File: config.mk
export PLATFORM = sky130hd
export DESIGN_NAME = muldiv_unit
export DESIGN_NICKNAME = d
export VERILOG_FILES = /design/src/rtl/muldiv_pkg.sv /design/src/rtl/muldiv_core.sv /design/src/rtl/muldiv_unit.sv
export SDC_FILE = /design/constraint.sdc
export NUM_CORES = 1
export LEC_CHECK = 0
export CORE_MARGIN = 1
export CORE_UTILIZATION = 35
export CTS_BUF_LIST = sky130_fd_sc_hd__clkbuf_16
export DETAILED_ROUTE_END_ITERATION = 8
export MAX_ROUTING_LAYER = met4
export PLACE_DENSITY = 0.64
export SETUP_SLACK_MARGIN = 0.4
export SYNTH_ARGS = -nofsm -noshare
export SYNTH_HDL_FRONTEND = slang
export SYNTH_SLANG_ARGS = --single-unit
File: constraint.sdc
create_clock -name clk -period 5.18 [get_ports clk]
set_clock_uncertainty 0.1 [all_clocks]
set_input_delay 1.036 -clock clk [delete_from_list [all_inputs] [get_ports clk]]
set_output_delay 1.036 -clock clk [all_outputs]
set_load 0.03 [all_outputs]
File: src/rtl/muldiv_pkg.sv
// Shared definitions for the multiply/divide unit and its neighbours in execute:
// operation encodings, FSM state encodings, ALU opcode constants and small decode helpers.
package muldiv_pkg;

  localparam int unsigned MD_XLEN = 32;

  // Multiply/divide operation select
  typedef enum logic [1:0] {
    MD_MULT  = 2'b00,
    MD_MULTU = 2'b01,
    MD_DIV   = 2'b10,
    MD_DIVU  = 2'b11
  } md_op_e;

  // Sequencer states
  typedef enum logic [1:0] {
    MD_IDLE = 2'b00,
    MD_CALC = 2'b01,
    MD_SIGN = 2'b10,
    MD_DONE = 2'b11
  } md_state_e;

  // ALU opcodes shared with the control decoder and the combinational ALU
  localparam logic [3:0] ALU_AND = 4'd0;
  localparam logic [3:0] ALU_OR  = 4'd1;
  localparam logic [3:0] ALU_ADD = 4'd2;
  localparam logic [3:0] ALU_SUB = 4'd6;
  localparam logic [3:0] ALU_SLT = 4'd7;
  localparam logic [3:0] ALU_NOR = 4'd12;

  // Bit 0 clear selects the signed flavour of both MULT and DIV
  function automatic logic is_signed_op(input logic [1:0] op);
    return ~op[0];
  endfunction

  // Bit 1 set selects divide
  function automatic logic is_div_op(input logic [1:0] op);
    return op[1];
  endfunction

endpackage

File: src/rtl/muldiv_core.sv
// Iterative datapath: one XLEN+1-bit adder/subtractor plus the HI/LO shift registers.
// Ports:
//   clk, rst          clock and synchronous active-high reset
//   load              capture unsigned operand magnitudes and clear the accumulator
//   step              advance one multiply or divide iteration
//   is_div            1 = restoring divide step, 0 = shift-add multiply step
//   a_in, b_in        multiplicand/dividend and multiplier/divisor magnitudes
//   acc_hi, acc_lo    product[2*XLEN-1:XLEN] / remainder and product[XLEN-1:0] / quotient
module muldiv_core
  import muldiv_pkg::*;
#(
  parameter int unsigned XLEN = MD_XLEN
) (
  input  logic            clk,
  input  logic            rst,
  input  logic            load,
  input  logic            step,
  input  logic            is_div,
  input  logic [XLEN-1:0] a_in,
  input  logic [XLEN-1:0] b_in,
  output logic [XLEN-1:0] acc_hi,
  output logic [XLEN-1:0] acc_lo
);

  localparam int unsigned AW = XLEN + 1;

  logic [XLEN-1:0] hi_q;
  logic [XLEN-1:0] lo_q;
  logic [XLEN-1:0] opb_q;

  logic [AW-1:0]   shifted_c;
  logic [AW-1:0]   add_a_c;
  logic [AW-1:0]   add_b_c;
  logic [AW:0]     add_res_c;
  logic [AW-1:0]   mul_sum_c;
  logic            ge_c;

  // Divide: partial remainder with the next dividend bit shifted in
  assign shifted_c = {hi_q, lo_q[XLEN-1]};

  // Shared adder operands: add for multiply, subtract for divide
  always_comb begin
    add_a_c = {1'b0, hi_q};
    add_b_c = {1'b0, opb_q};
    if (is_div) begin
      add_a_c = shifted_c;
      add_b_c = ~{1'b0, opb_q};
    end
  end

  // Extra top bit is the carry; on subtract it means partial remainder >= divisor
  assign add_res_c = {1'b0, add_a_c} + {1'b0, add_b_c} + (AW + 1)'(is_div);
  assign ge_c      = add_res_c[AW];

  // Multiply: add the multiplicand only when the current multiplier bit is set
  assign mul_sum_c = lo_q[0] ? add_res_c[AW-1:0] : {1'b0, hi_q};

  // Accumulator / shift registers
  always_ff @(posedge clk) begin
    if (rst) begin
      hi_q  <= '0;
      lo_q  <= '0;
      opb_q <= '0;
    end else if (load) begin
      hi_q  <= '0;
      lo_q  <= a_in;
      opb_q <= b_in;
    end else if (step) begin
      if (is_div) begin
        hi_q <= ge_c ? add_res_c[XLEN-1:0] : shifted_c[XLEN-1:0];
        lo_q <= {lo_q[XLEN-2:0], ge_c};
      end else begin
        hi_q <= mul_sum_c[AW-1:1];
        lo_q <= {mul_sum_c[0], lo_q[XLEN-1:1]};
      end
    end
  end

  assign acc_hi = hi_q;
  assign acc_lo = lo_q;

endmodule

File: src/rtl/muldiv_unit.sv
// Iterative 32x32 multiply/divide unit producing HI/LO for MULT, MULTU, DIV, DIVU,
// with MTHI/MTLO write access while idle.
// Ports:
//   clk, rst          clock and synchronous active-high reset
//   start, op         request and operation (00 MULT, 01 MULTU, 10 DIV, 11 DIVU)
//   rs_val, rt_val    multiplicand/dividend and multiplier/divisor
//   hi_we, lo_we      MTHI / MTLO strobes, wdata their data (ignored while busy)
//   busy              operation in flight
//   done              one-cycle pulse when hi/lo hold a new result
//   hi, lo            HI/LO architectural registers
module muldiv_unit
  import muldiv_pkg::*;
#(
  parameter int unsigned XLEN = MD_XLEN
) (
  input  logic            clk,
  input  logic            rst,
  input  logic            start,
  input  logic [1:0]      op,
  input  logic [XLEN-1:0] rs_val,
  input  logic [XLEN-1:0] rt_val,
  input  logic            hi_we,
  input  logic            lo_we,
  input  logic [XLEN-1:0] wdata,
  output logic            busy,
  output logic            done,
  output logic [XLEN-1:0] hi,
  output logic [XLEN-1:0] lo
);

  localparam int unsigned CNT_W = $clog2(XLEN);
  localparam int unsigned PW    = 2 * XLEN;

  md_state_e       state_q;
  md_state_e       state_d;
  logic [CNT_W-1:0] cnt_q;

  logic            accept_c;
  logic            step_c;
  logic            idle_c;

  logic            is_div_q;
  logic            neg_q_q;
  logic            neg_r_q;
  logic            div_zero_q;
  logic [XLEN-1:0] rs_raw_q;

  logic            signed_c;
  logic [XLEN-1:0] rs_mag_c;
  logic [XLEN-1:0] rt_mag_c;

  logic [XLEN-1:0] core_hi;
  logic [XLEN-1:0] core_lo;

  logic [PW-1:0]   prod_c;
  logic [PW-1:0]   prod_fix_c;
  logic [XLEN-1:0] quot_fix_c;
  logic [XLEN-1:0] rem_fix_c;
  logic [XLEN-1:0] res_hi_c;
  logic [XLEN-1:0] res_lo_c;

  // State register
  always_ff @(posedge clk) begin
    if (rst) begin
      state_q <= MD_IDLE;
    end else begin
      state_q <= state_d;
    end
  end

  // Next state and sequencing strobes
  always_comb begin
    state_d  = state_q;
    accept_c = 1'b0;
    step_c   = 1'b0;
    case (state_q)
      MD_IDLE: begin
        if (start) begin
          accept_c = 1'b1;
          state_d  = MD_CALC;
        end
      end
      MD_CALC: begin
        step_c = 1'b1;
        if (cnt_q == CNT_W'(XLEN - 1)) begin
          state_d = MD_SIGN;
        end
      end
      MD_SIGN: begin
        state_d = MD_DONE;
      end
      MD_DONE: begin
        if (start) begin
          accept_c = 1'b1;
          state_d  = MD_CALC;
        end else begin
          state_d = MD_IDLE;
        end
      end
      default: begin
        state_d = MD_IDLE;
      end
    endcase
  end

  // HI/LO are writable only outside CALC/SIGN
  assign idle_c = (state_q == MD_IDLE) || (state_q == MD_DONE);

  // Registered status outputs follow the next state
  always_ff @(posedge clk) begin
    if (rst) begin
      busy <= 1'b0;
      done <= 1'b0;
    end else begin
      busy <= (state_d == MD_CALC) || (state_d == MD_SIGN);
      done <= (state_d == MD_DONE);
    end
  end

  // Iteration counter
  always_ff @(posedge clk) begin
    if (rst) begin
      cnt_q <= '0;
    end else if (accept_c) begin
      cnt_q <= '0;
    end else if (step_c) begin
      cnt_q <= cnt_q + CNT_W'(1);
    end
  end

  // Operand magnitudes; 0x80000000 maps to itself and is treated as unsigned
  assign signed_c = is_signed_op(op);
  assign rs_mag_c = (signed_c && rs_val[XLEN-1]) ? (~rs_val + XLEN'(1)) : rs_val;
  assign rt_mag_c = (signed_c && rt_val[XLEN-1]) ? (~rt_val + XLEN'(1)) : rt_val;

  // Sign and special-case flags captured with the operands
  always_ff @(posedge clk) begin
    if (rst) begin
      is_div_q   <= 1'b0;
      neg_q_q    <= 1'b0;
      neg_r_q    <= 1'b0;
      div_zero_q <= 1'b0;
      rs_raw_q   <= '0;
    end else if (accept_c) begin
      is_div_q   <= is_div_op(op);
      neg_q_q    <= signed_c & (rs_val[XLEN-1] ^ rt_val[XLEN-1]);
      neg_r_q    <= signed_c & rs_val[XLEN-1];
      div_zero_q <= is_div_op(op) && (rt_val == '0);
      rs_raw_q   <= rs_val;
    end
  end

  muldiv_core #(
    .XLEN   (XLEN)
  ) u_core (
    .clk    (clk),
    .rst    (rst),
    .load   (accept_c),
    .step   (step_c),
    .is_div (is_div_q),
    .a_in   (rs_mag_c),
    .b_in   (rt_mag_c),
    .acc_hi (core_hi),
    .acc_lo (core_lo)
  );

  // Sign fix-up of the unsigned magnitude result
  assign prod_c     = {core_hi, core_lo};
  assign prod_fix_c = neg_q_q ? (~prod_c + PW'(1)) : prod_c;
  assign quot_fix_c = neg_q_q ? (~core_lo + XLEN'(1)) : core_lo;
  assign rem_fix_c  = neg_r_q ? (~core_hi + XLEN'(1)) : core_hi;

  // Final HI/LO values; divide by zero returns all-ones and the raw dividend
  always_comb begin
    res_hi_c = prod_fix_c[PW-1:XLEN];
    res_lo_c = prod_fix_c[XLEN-1:0];
    if (is_div_q) begin
      if (div_zero_q) begin
        res_hi_c = rs_raw_q;
        res_lo_c = '1;
      end else begin
        res_hi_c = rem_fix_c;
        res_lo_c = quot_fix_c;
      end
    end
  end

  // HI/LO registers: result on entry to DONE, MTHI/MTLO only while idle
  always_ff @(posedge clk) begin
    if (rst) begin
      hi <= '0;
      lo <= '0;
    end else if (state_q == MD_SIGN) begin
      hi <= res_hi_c;
      lo <= res_lo_c;
    end else if (idle_c) begin
      if (hi_we) begin
        hi <= wdata;
      end
      if (lo_we) begin
        lo <= wdata;
      end
    end
  end

endmodule

==> metrics.txt <==
hold_buf cts=0; H-tree levels=1; die height=212 um; Final period util=0.834; area occupied by multi-input gates=0.0105 mm^2; Area Overhead vs Synth=18.0%; Unique masters post-synth=75; GRT overflow=0; post-CTS setup buffers=0; crit path time final=4.32 ns; Avg Vias per Cell=5.89; Gate Count Post-Synth=2083; gr usage total=0.264; Placement Rows=76; CP Launch Type=flop; I/O pins=169; PD cells=283 mW/mm^2; Worst Path Buf+Inv=2; DP Worst Slack=0.754 ns; async set-reset flop share out of synthesis=0; post-synthesis sequential area ratio=0.266; Starting Density=0.357; # nets final=2280; Reg area=0.00411 mm^2; IO buf count=168; DR iter-0 viols=1573; final slew viol count=0; RSZ-0062 raised after global routing=no; Worst-Margin Slew=1.20 ns; Top FF cell, synth=dfxtp_1; final hold violations=0; FILL cells=4458; Yosys reg bits=205; DR vias=16117; cell chosen for the clock root=clkbuf_16; die area=0.0450 mm^2; CTS buffer count=26; cell-by-cell trace of the critical path=buf_4, nand2_1, o21ai_0, ha_1, nand4_1, o221ai_1, a21oi_1, nor2_1, a21oi_1, a21oi_4, buf_12, nor2_1, a211o_1, a221oi_1; max_cap viols=0; DRT antenna net count=0; critical path class=reg2reg; Initial DRT Pass Iterations=8; Pwr Total=5.15 mW; Critical Path Slowest Stage Cell=dfxtp_4; Fin Setup TNS=0 ns; HP Class=reg2reg; Final WS setup=0.861 ns; Mean Syn Cell Area=7.42 um^2; clock sink count=205; Slew HR=0.199; worst-path fanout max=58; Post-synth EDFFs=0; Max rail drop VDD=0.243 mV; Worst EP arrival=4.67 ns; status=complete, no violations; critical path data required time=5.53 ns; core area=0.0433 mm^2; Worst-path clk slew=0.06 ns; Worst path max stage delay=0.75 ns; GPL Wtd Cong=0.966; wire length after detailed routing=58800 um; Wirelength per Cell=21.5 um; fmax=232 MHz; vias in the first global route=14983; Worst Setup End Kind=flop; global-route wire length before repair=90000 um; syn_nets=2229; Crit path max-delay family=compound AO/OA/AOI/OAI gates; Detailed Place HPWL=44100 um; layout cells sized above 1=0.0614; leakage=6.54 nW; DR DRC count=0; antenna cells=0; # setup viols final=0; Chip Width=212 um; CTS Buffer Depth=3; mapped cell area=0.0154 mm^2; antenna violations before repair=0; clk_lat worst skew=0.58 ns; Ys Warns=0; TritonCTS clock tree=built; # resized after CTS=0; largest net degree at the start of global routing=160
worst register-to-register path: stages (launching register included):
cell and delay, ns:
dfxtp_4 0.75, buf_4 0.42, nand2_1 0.08, o21ai_0 0.17
ha_1 0.29, nand4_1 0.24, o221ai_1 0.34, a21oi_1 0.19
nor2_1 0.16, a21oi_1 0.11, a21oi_4 0.47, buf_12 0.27
nor2_1 0.10, a211o_1 0.28, a221oi_1 0.23
final timing paths:
kind / slack [ns] / cells past startpoint / endpoint / from
max: 0.86 / 14 / u_core.acc_lo[0]$_SDFFE_PP0P_ / is_div_q$_SDFFE_PP0P_
min: 0.35 / 2 / lo[3]$_SDFFE_PP0P_ / lo[3]$_SDFFE_PP0P_
max reg2reg: 0.86 / 14 / u_core.acc_lo[0]$_SDFFE_PP0P_ / is_div_q$_SDFFE_PP0P_
min reg2reg: 0.35 / 2 / lo[3]$_SDFFE_PP0P_ / lo[3]$_SDFFE_PP0P_
final cells by class:
cell class | instances | share of cell area
inverters | 40 | 0.00824
repair buffers | 198 | 0.107
well taps | 585 | 0.0402
multi-input cells | 1663 | 0.579
flip-flops and latches | 205 | 0.226
clock inverters | 18 | 0.00508
clock buffers | 26 | 0.0357
through the flow:
step / cell area [um^2] / std cells / util / hold WS (ns)
after floorplan: 15400 / 2083 / - / 0.333
final: 18200 / 2735 / 0.421 / 0.351
after global routing: 18200 / 2735 / 0.421 / 0.372
after detailed placement: 17500 / 2691 / 0.404 / 0.344
after CTS: 18200 / 2735 / 0.421 / 0.351
after global placement: 17500 / 2691 / 0.404 / 0.340
synth_stat cells (all sizes together), types with 5 or more instances:
cell	n	area share
nand2	252	0.061
a21oi	207	0.067
dfxtp	205	0.27
nor2	190	0.046
clkbuf	150	0.036
o21ai	143	0.046
a211oi	114	0.055
xor2	90	0.051
xnor2	77	0.044
mux2i	64	0.041
nor3	53	0.017
ha	42	0.034
inv	40	0.0097
o221ai	33	0.019
mux2	32	0.023
o31ai	32	0.016
or3	26	0.011
buf	25	0.0071
nor4	25	0.012
nand3	21	0.0068
a21o	18	0.0087
nor2b	17	0.0069
o211ai	16	0.0078
or4	14	0.0073
and3	13	0.0053
a311oi	12	0.0068
o21a	12	0.0058
o41ai	12	0.0068
or2	12	0.0049
and2	11	0.0045
nand2b	11	0.0045
nand4	11	0.0045
a221oi	9	0.0051
a22o	9	0.0051
a31oi	9	0.0036
o22ai	9	0.0036
a211o	7	0.0040
nor3b	6	0.0029
a31o	5	0.0028
nand3b	5	0.0024
o2111ai	5	0.0028
sequential cells by signal, indices dropped and copies added (netlist names), 2 cells and up:
signal / cells
cnt_q: 5
hi: 32
lo: 32
rs_raw_q: 32
state_q: 2
u_core.acc_hi: 32
u_core.acc_lo: 32
u_core.opb_q: 32
layout by cell type, fill, tap and decap left out, types with 12 or more instances in the layout:
cell type	instances
a211oi_1	114
a21o_1	18
a21oi_1	206
a311oi_1	12
and3_1	13
buf_4	28
clkbuf_16	26
clkdlybuf4s50_1	167
dfxtp_1	202
ha_1	41
inv_1	44
mux2_2	32
mux2i_1	64
nand2_1	251
nand3_1	21
nor2_1	189
nor2b_1	16
nor3_1	53
nor4_1	23
o211ai_1	16
o21a_1	12
o21ai_0	142
o221ai_1	33
o31ai_1	32
o41ai_1	12
or2_2	12
or3_1	23
or4_1	12
xnor2_1	77
xor2_1	90
kinds of logic (layout without fill, tap and decap cells):
family,Yosys count,after routing,share of synthesized area
buf+inv,215,282,0.0533
mux,96,96,0.0648
simple gates,676,676,0.203
xor+xnor,167,167,0.0947
flops,205,205,0.266
compound gates,681,681,0.283
fa+ha+maj,43,43,0.0353
layer usage:
metal,up-vias,global-route usage,share of wire
met5,-,-,0
met4,0,0.0800,0.028
met3,94,0.0453,0.079
met2,637,0.395,0.44
met1,7691,0.358,0.45
li1,7695,-,-
power by group:
part | total [mW] | switching (mW) | internal (mW)
clock network | 1.64 | 0.737 | 0.902
registers | 1.89 | 0.188 | 1.71
logic | 1.61 | 0.993 | 0.621
total | 5.15 | 1.92 | 3.23
No activity file was read; power rests on OpenSTA's default activity.
